===== src/rtl/program_loader_if.sv =====
//------------------------------------------------------------------------------
// program_loader_if : host byte stream, CPU read port and status of the loader
// Revision 1.0
//------------------------------------------------------------------------------
`default_nettype none

interface program_loader_if #(
  parameter int AW = 4
);
  logic          in_valid;
  logic [7:0]    in_data;
  logic          in_ready;
  logic          reload;
  logic [AW-1:0] cpu_addr;
  logic [3:0]    cpu_val;
  logic [3:0]    cpu_func;
  logic          cpu_run;
  logic          load_error;
  logic          busy;

  modport master (
    output in_valid, in_data, reload, cpu_addr,
    input  in_ready, cpu_val, cpu_func, cpu_run, load_error, busy
  );

  modport slave (
    input  in_valid, in_data, reload, cpu_addr,
    output in_ready, cpu_val, cpu_func, cpu_run, load_error, busy
  );
endinterface

`default_nettype wire


===== src/rtl/program_loader.sv =====
//------------------------------------------------------------------------------
// program_loader : loads a framed, checksummed program into a 16-word RAM
//                  and releases the CPU once the image is complete.
// Revision 1.0
//------------------------------------------------------------------------------
`default_nettype none

module program_loader #(
  parameter int         DEPTH    = 16,
  parameter logic [3:0] NOP_FUNC = 4'h0
) (
  input  logic             clk,
  input  logic             reset,
  program_loader_if.slave  bus
);

  localparam int               c_AW   = $clog2(DEPTH);
  localparam logic [c_AW-1:0]  c_LAST = c_AW'(DEPTH - 1);
  localparam logic [4:0]       c_FULL = 5'(DEPTH);

  typedef enum logic [2:0] {
    S_HDR  = 3'd0,
    S_DATA = 3'd1,
    S_CHK  = 3'd2,
    S_FILL = 3'd3,
    S_DONE = 3'd4,
    S_ERR  = 3'd5
  } state_t;

  state_t          r_state, w_state_nxt;
  logic [4:0]      r_len,   w_len_nxt;
  logic [c_AW-1:0] r_cnt,   w_cnt_nxt;
  logic [7:0]      r_chk,   w_chk_nxt;
  logic            r_run;
  logic            r_err;

  logic            w_accept;
  logic            w_we;
  logic [c_AW-1:0] w_waddr;
  logic [7:0]      w_wdata;
  logic [7:0]      w_rd;
  logic [7:0]      r_mem [DEPTH];

  assign bus.in_ready = (r_state == S_HDR) || (r_state == S_DATA) || (r_state == S_CHK);
  assign bus.busy     = bus.in_ready || (r_state == S_FILL);
  assign w_accept     = bus.in_valid && bus.in_ready;

  always_comb begin
    w_state_nxt = r_state;
    w_len_nxt   = r_len;
    w_cnt_nxt   = r_cnt;
    w_chk_nxt   = r_chk;
    w_we        = 1'b0;
    w_waddr     = r_cnt;
    w_wdata     = bus.in_data;
    case (r_state)
      S_HDR: begin
        if (w_accept) begin
          if ((bus.in_data[7:5] == 3'b000) && (bus.in_data[4:0] != 5'd0) &&
              (bus.in_data[4:0] <= c_FULL)) begin
            w_len_nxt   = bus.in_data[4:0];
            w_chk_nxt   = bus.in_data;
            w_cnt_nxt   = '0;
            w_state_nxt = S_DATA;
          end else begin
            w_state_nxt = S_ERR;
          end
        end
      end
      S_DATA: begin
        if (w_accept) begin
          w_we      = 1'b1;
          w_chk_nxt = r_chk ^ bus.in_data;
          // With a full-depth program the counter wraps to 0 here; nothing reads it afterwards.
          w_cnt_nxt = r_cnt + 1'b1;
          if ({1'b0, r_cnt} == (r_len - 5'd1)) begin
            w_state_nxt = S_CHK;
          end
        end
      end
      S_CHK: begin
        if (w_accept) begin
          if (bus.in_data == r_chk) begin
            w_state_nxt = (r_len == c_FULL) ? S_DONE : S_FILL;
          end else begin
            w_state_nxt = S_ERR;
          end
        end
      end
      S_FILL: begin
        w_we      = 1'b1;
        w_wdata   = {NOP_FUNC, 4'h0};
        w_cnt_nxt = r_cnt + 1'b1;
        if (r_cnt == c_LAST) begin
          w_state_nxt = S_DONE;
        end
      end
      S_DONE, S_ERR: begin
        if (bus.reload) begin
          w_state_nxt = S_HDR;
          w_len_nxt   = '0;
          w_cnt_nxt   = '0;
          w_chk_nxt   = '0;
        end
      end
      default: begin
        w_state_nxt = S_HDR;
      end
    endcase
  end

  always_ff @(posedge clk or posedge reset) begin
    if (reset) begin
      r_state <= S_HDR;
      r_len   <= '0;
      r_cnt   <= '0;
      r_chk   <= '0;
      r_run   <= 1'b0;
      r_err   <= 1'b0;
    end else begin
      r_state <= w_state_nxt;
      r_len   <= w_len_nxt;
      r_cnt   <= w_cnt_nxt;
      r_chk   <= w_chk_nxt;
      r_run   <= (w_state_nxt == S_DONE);
      r_err   <= (w_state_nxt == S_ERR);
    end
  end

  // Program store is deliberately not reset; the read port is gated by r_run instead.
  always_ff @(posedge clk) begin
    if (w_we) begin
      r_mem[w_waddr] <= w_wdata;
    end
  end

  assign w_rd           = r_mem[bus.cpu_addr];
  assign bus.cpu_val    = r_run ? w_rd[3:0] : 4'h0;
  assign bus.cpu_func   = r_run ? w_rd[7:4] : NOP_FUNC;
  assign bus.cpu_run    = r_run;
  assign bus.load_error = r_err;

endmodule

`default_nettype wire


===== src/flat_wrapper.sv =====
// flat-port wrapper written by rule: the top's interface ports become plain ports
module program_loader_flat 
#(
  parameter int         DEPTH    = 16,
  parameter logic [3:0] NOP_FUNC = 4'h0
)
  (clk, reset, bus_in_valid, bus_in_data, bus_reload, bus_cpu_addr, bus_in_ready, bus_cpu_val, bus_cpu_func, bus_cpu_run, bus_load_error, bus_busy);
  program_loader_if #(.AW(4)) bus_i ();
  input  logic clk;
  input  logic reset;
  input wire logic [$bits(bus_i.in_valid)-1:0] bus_in_valid;
  input wire logic [$bits(bus_i.in_data)-1:0] bus_in_data;
  input wire logic [$bits(bus_i.reload)-1:0] bus_reload;
  input wire logic [$bits(bus_i.cpu_addr)-1:0] bus_cpu_addr;
  output wire logic [$bits(bus_i.in_ready)-1:0] bus_in_ready;
  output wire logic [$bits(bus_i.cpu_val)-1:0] bus_cpu_val;
  output wire logic [$bits(bus_i.cpu_func)-1:0] bus_cpu_func;
  output wire logic [$bits(bus_i.cpu_run)-1:0] bus_cpu_run;
  output wire logic [$bits(bus_i.load_error)-1:0] bus_load_error;
  output wire logic [$bits(bus_i.busy)-1:0] bus_busy;
  assign bus_i.in_valid = bus_in_valid;
  assign bus_i.in_data = bus_in_data;
  assign bus_i.reload = bus_reload;
  assign bus_i.cpu_addr = bus_cpu_addr;
  assign bus_in_ready = bus_i.in_ready;
  assign bus_cpu_val = bus_i.cpu_val;
  assign bus_cpu_func = bus_i.cpu_func;
  assign bus_cpu_run = bus_i.cpu_run;
  assign bus_load_error = bus_i.load_error;
  assign bus_busy = bus_i.busy;
  program_loader #(.DEPTH(DEPTH), .NOP_FUNC(NOP_FUNC)) u_core (.clk(clk), .reset(reset), .bus(bus_i));
endmodule

===== config.mk =====
export PLATFORM = sky130hd
export DESIGN_NAME = program_loader_flat
export DESIGN_NICKNAME = d
export VERILOG_FILES = /design/src/rtl/program_loader_if.sv /design/src/rtl/program_loader.sv /design/src/flat_wrapper.sv
export SDC_FILE = /design/constraint.sdc
export NUM_CORES = 1
export LEC_CHECK = 0
export ABC_AREA = 1
export CAP_MARGIN = 30
export CORE_MARGIN = 5
export CORE_UTILIZATION = 41
export CTS_CLUSTER_DIAMETER = 50
export CTS_CLUSTER_SIZE = 30
export DETAILED_ROUTE_END_ITERATION = 8
export GPL_ROUTABILITY_DRIVEN = 0
export PLACE_DENSITY = 0.56
export SETUP_SLACK_MARGIN = 0.05
export SYNTH_ARGS = -nofsm -noshare
export SYNTH_HDL_FRONTEND = slang
export SYNTH_SLANG_ARGS = --single-unit

===== constraint.sdc =====
create_clock -name clk -period 2.15 [get_ports clk]
set_input_delay 0.3225 -clock clk [delete_from_list [all_inputs] [get_ports clk]]
set_output_delay 0.3225 -clock clk [all_outputs]
set_load 0.05 [all_outputs]

==> load_flow_metrics.sql <==
INSERT INTO impl_metrics (metric_group, metric, value, unit) VALUES
('timing', 'setup-violations-final', '0', ''),
('final_layout', 'fin_cells', '952', ''),
('critical_path', 'worstSetupPathDepth', '1', ''),
('clocking', 'clkTransAtPathRegs', '60', 'ps'),
('logic_synthesis', 'syn-num-nets', '682', ''),
('place', 'preCtsSetupSlack', '-270', 'ps'),
('grt', 'via_count_of_the_first_global_routing_pass', '4805', ''),
('timing', 'layout_worst_path_cycle_share', '93.8', '%'),
('logic_synthesis', 'synth_edf_count', '128', ''),
('timing', 'worst-slew-pin-transition', '858', 'ps'),
('timing', 'min_period', '2020', 'ps'),
('floorplan', 'die_height', '138', 'um'),
('final_layout', 'antenna_cells', '0', ''),
('critical_path', 'critPathArrivalTime', '1690', 'ps'),
('power', 'switchingPower', '2.83', 'mW'),
('power', 'power_frac_seq', '40.1', '%'),
('logic_synthesis', 'synth_seq_cells', '150', ''),
('power', 'power.share.clock', '33.4', '%'),
('critical_path', 'cp_num_buf_inv', '1', ''),
('critical_path', 'crit_fanout', '2', ''),
('grt', 'antenna_violations_before_repair', '0', ''),
('power', 'p_leak', '3.13', 'nW'),
('logic_synthesis', 'syn_area_per_cell', '10.2', 'um2'),
('detailed_routing', 'drt.antenna.violating_nets', '0', ''),
('power', 'comb_power_share', '26.4', '%'),
('critical_path', 'cpLargestDelayFamily', 'buffers and inverters', ''),
('power', 'swShare', '31.4', '%'),
('floorplan', 'num_io_pins', '28', ''),
('critical_path', 'timing.setup.critical_path_class', 'flop to primary output', ''),
('logic_synthesis', 'synth.yosys.seq_area_share', '65.0', '%'),
('clocking', 'cts_setup_buffers', '0', ''),
('grt', 'grt_usage', '17.9', '%'),
('timing', 'fin_worst_hold_slack', '234', 'ps'),
('place', 'port_buffers', '27', ''),
('critical_path', 'critical_path_required', '1830', 'ps'),
('grt', 'wire_length_of_the_first_global_routing_pass', '26.8', 'mm'),
('logic_synthesis', 'async_flop_share', '14.7', '%'),
('timing', 'finalClockSkew', '9.78', 'ps'),
('job', 'maxCapViolCount', '0', ''),
('place', 'placed_standard_cell_area', '7630', 'um2'),
('clocking', 'cts.root.buffer_cell', 'sky130_fd_sc_hd__clkbuf_16', ''),
('logic_synthesis', 'mapped_cell_area', '6760', 'um2'),
('place', 'dp_hpwl', '10.8', 'mm'),
('timing', 'timing_max_transition_violations_final', '0', ''),
('logic_synthesis', 'synthFlopType', 'sky130_fd_sc_hd__edfxtp_1', ''),
('timing', 'timing.slew.headroom', '42.6', '%'),
('critical_path', 'reg2regPathDepth', '6', ''),
('timing', 'final_critical_path_setup_slack', '133', 'ps'),
('final_layout', 'proportion_of_layout_cells_with_a_drive_suffix_above_1', '15.2', '%'),
('final_layout', 'filler_cell_count', '1474', ''),
('min_path', 'holdCritPathClass', 'input pin to asynchronous set/reset pin', ''),
('final_layout', 'final_core_utilization', '50.4', '%'),
('power', 'p_int', '6.17', 'mW'),
('detailed_routing', 'drt_wl_total', '16.5', 'mm'),
('final_layout', 'syn_to_final_growth', '22.4', '%'),
('detailed_routing', 'router_iterations_before_antenna_repair', '5', ''),
('logic_synthesis', 'synth.distinct_cells', '27', ''),
('grt', 'grt_remaining_overflow', '0', ''),
('final_layout', 'nNetsFinal', '741', ''),
('run_status', 'status', 'finished, final reports clean', ''),
('detailed_routing', 'via_per_inst', '5.15', ''),
('timing', 'max_clk_rate', '0.496', 'GHz'),
('floorplan', 'core_region_area', '16400', 'um2'),
('grt', 'grt_start_max_net_pins', '35', ''),
('clocking', 'cts_tree', 'yes', ''),
('detailed_routing', 'initialDrtViolationCount', '358', ''),
('critical_path', 'worst-r2r-setup-slack', '320', 'ps'),
('clocking', 'clock_tree.htree_level_count', '4', ''),
('floorplan', 'fp.dieW', '138', 'um'),
('critical_path', 'worstPathCellList', 'clkdlybuf4s50_1', ''),
('floorplan', 'placement_rows', '47', '');
-- worst max-delay path by stage --
stage,start,to
2_1_floorplan,u_core.r_state[2],u_core.r_mem[15][0]
3_3_place_gp,bus_cpu_addr[1],bus_cpu_func[2]
3_5_place_dp,bus_cpu_addr[1],bus_cpu_func[2]
4_1_cts,bus_cpu_addr[1],bus_cpu_val[0]
5_1_grt,bus_cpu_addr[3],bus_cpu_val[0]
6_report,u_core.bus.cpu_run,bus_cpu_run
-- layout by cell type, fill, tap and decap left out, drive strengths merged, types with 4 or more instances in the layout --
| master | count |
|---|---|
| dfrtp | 22 |
| nand2 | 111 |
| clkinv | 5 |
| nor2 | 143 |
| buf | 50 |
| a21oi | 11 |
| bufinv | 4 |
| clkbuf | 21 |
| nand3 | 40 |
| o211ai | 32 |
| nor3 | 7 |
| o21ai | 72 |
| o22ai | 9 |
| ha | 5 |
| inv | 49 |
| clkdlybuf4s50 | 14 |
| edfxtp | 128 |
-- layout make-up --
cell class              count  area [um2]  share of cell area (%)
repair buffers             67         741                    8.95
multi-input cells         435        2090                    25.2
inverters                  49         186                    2.25
clock inverters            11         158                    1.90
flip-flops and latches    150        4390                    53.1
well taps                 220         275                    3.33
clock buffers              20         437                    5.28
-- synth_stat cells (2+ instances only) --
cell type | count | area share [%]
sky130_fd_sc_hd__inv_1 | 36 | 2.0
sky130_fd_sc_hd__nor3_1 | 7 | 0.52
sky130_fd_sc_hd__o21ai_1 | 14 | 1.0
sky130_fd_sc_hd__ha_1 | 5 | 0.93
sky130_fd_sc_hd__nand2_1 | 106 | 5.9
sky130_fd_sc_hd__nand4_1 | 2 | 0.19
sky130_fd_sc_hd__buf_2 | 17 | 1.3
sky130_fd_sc_hd__nand2_2 | 5 | 0.46
sky130_fd_sc_hd__o211ai_1 | 32 | 3.6
sky130_fd_sc_hd__o21ai_0 | 57 | 4.2
sky130_fd_sc_hd__edfxtp_1 | 128 | 57
sky130_fd_sc_hd__dfrtp_1 | 22 | 8.1
sky130_fd_sc_hd__nand3_1 | 40 | 3.0
sky130_fd_sc_hd__buf_4 | 3 | 0.33
sky130_fd_sc_hd__o22ai_1 | 8 | 0.74
sky130_fd_sc_hd__clkbuf_1 | 7 | 0.39
sky130_fd_sc_hd__nor2_1 | 140 | 7.8
sky130_fd_sc_hd__a21oi_1 | 10 | 0.74
sky130_fd_sc_hd__nor2_4 | 2 | 0.33
sky130_fd_sc_hd__inv_2 | 13 | 0.72
-- what timing repair did --
| action | 4_1_cts | 5_1_grt |
|---|---|---|
| endpoints found under the hold margin | 0 | 0 |
| gates resized for setup | 6 | 7 |
| pin swaps | 1 | 6 |
| cloned | 1 | 0 |
| endpoints found under the setup margin | 9 | 7 |
| hold buffers | 0 | 0 |
-- state kept, by name (all words and copies together) (netlist names) --
name and cells:
u_core.r_state 3, u_core.bus.load_error 1, u_core.bus.cpu_run 1, u_core.r_chk 8
u_core.r_cnt 4, u_core.r_mem 128, u_core.r_len 5
-- per-stage QoR --
step | setup TNS (ps) | total power [mW]
floorplan | 0 | 5.25
global placement | -1560 | 5.99
detailed placement | -1470 | 6.05
CTS | 0 | 9.05
global route | 0 | 9.50
finish | 0 | 9.00
-- per-layer routing --
layer,share of wire [%],vias up,wire (um),global-route usage [%]
met2,49,128,8020,28.7
met4,1.6,0,261,6.08
met3,4.5,21,738,3.94
met5,0,-,0,0
met1,45,2350,7490,24.2
li1,-,2402,-,-
-- kinds of logic after synthesis --
logic type                 count (synthesis)  synth area share (%)
and+or+nand+nor                          305                  18.4
DFF                                      150                  65.0
AOI/OAI and AO/OA                        125                  11.0
buffers and inverters                     76                  4.70
adders and majority gates                  5                 0.925
-- power by group through the flow --
| stage | logic (mW) | registers [mW] | clock network [mW] |
|---|---|---|---|
| CTS | 2.39 | 3.61 | 3.05 |
| finish | 2.38 | 3.61 | 3.01 |
| global route | 2.65 | 3.64 | 3.21 |
| global placement | 2.33 | 3.66 | 0 |
| detailed placement | 2.38 | 3.67 | 0 |
| floorplan | 1.57 | 3.67 | 0 |
(Power assumes the default switching activity.)
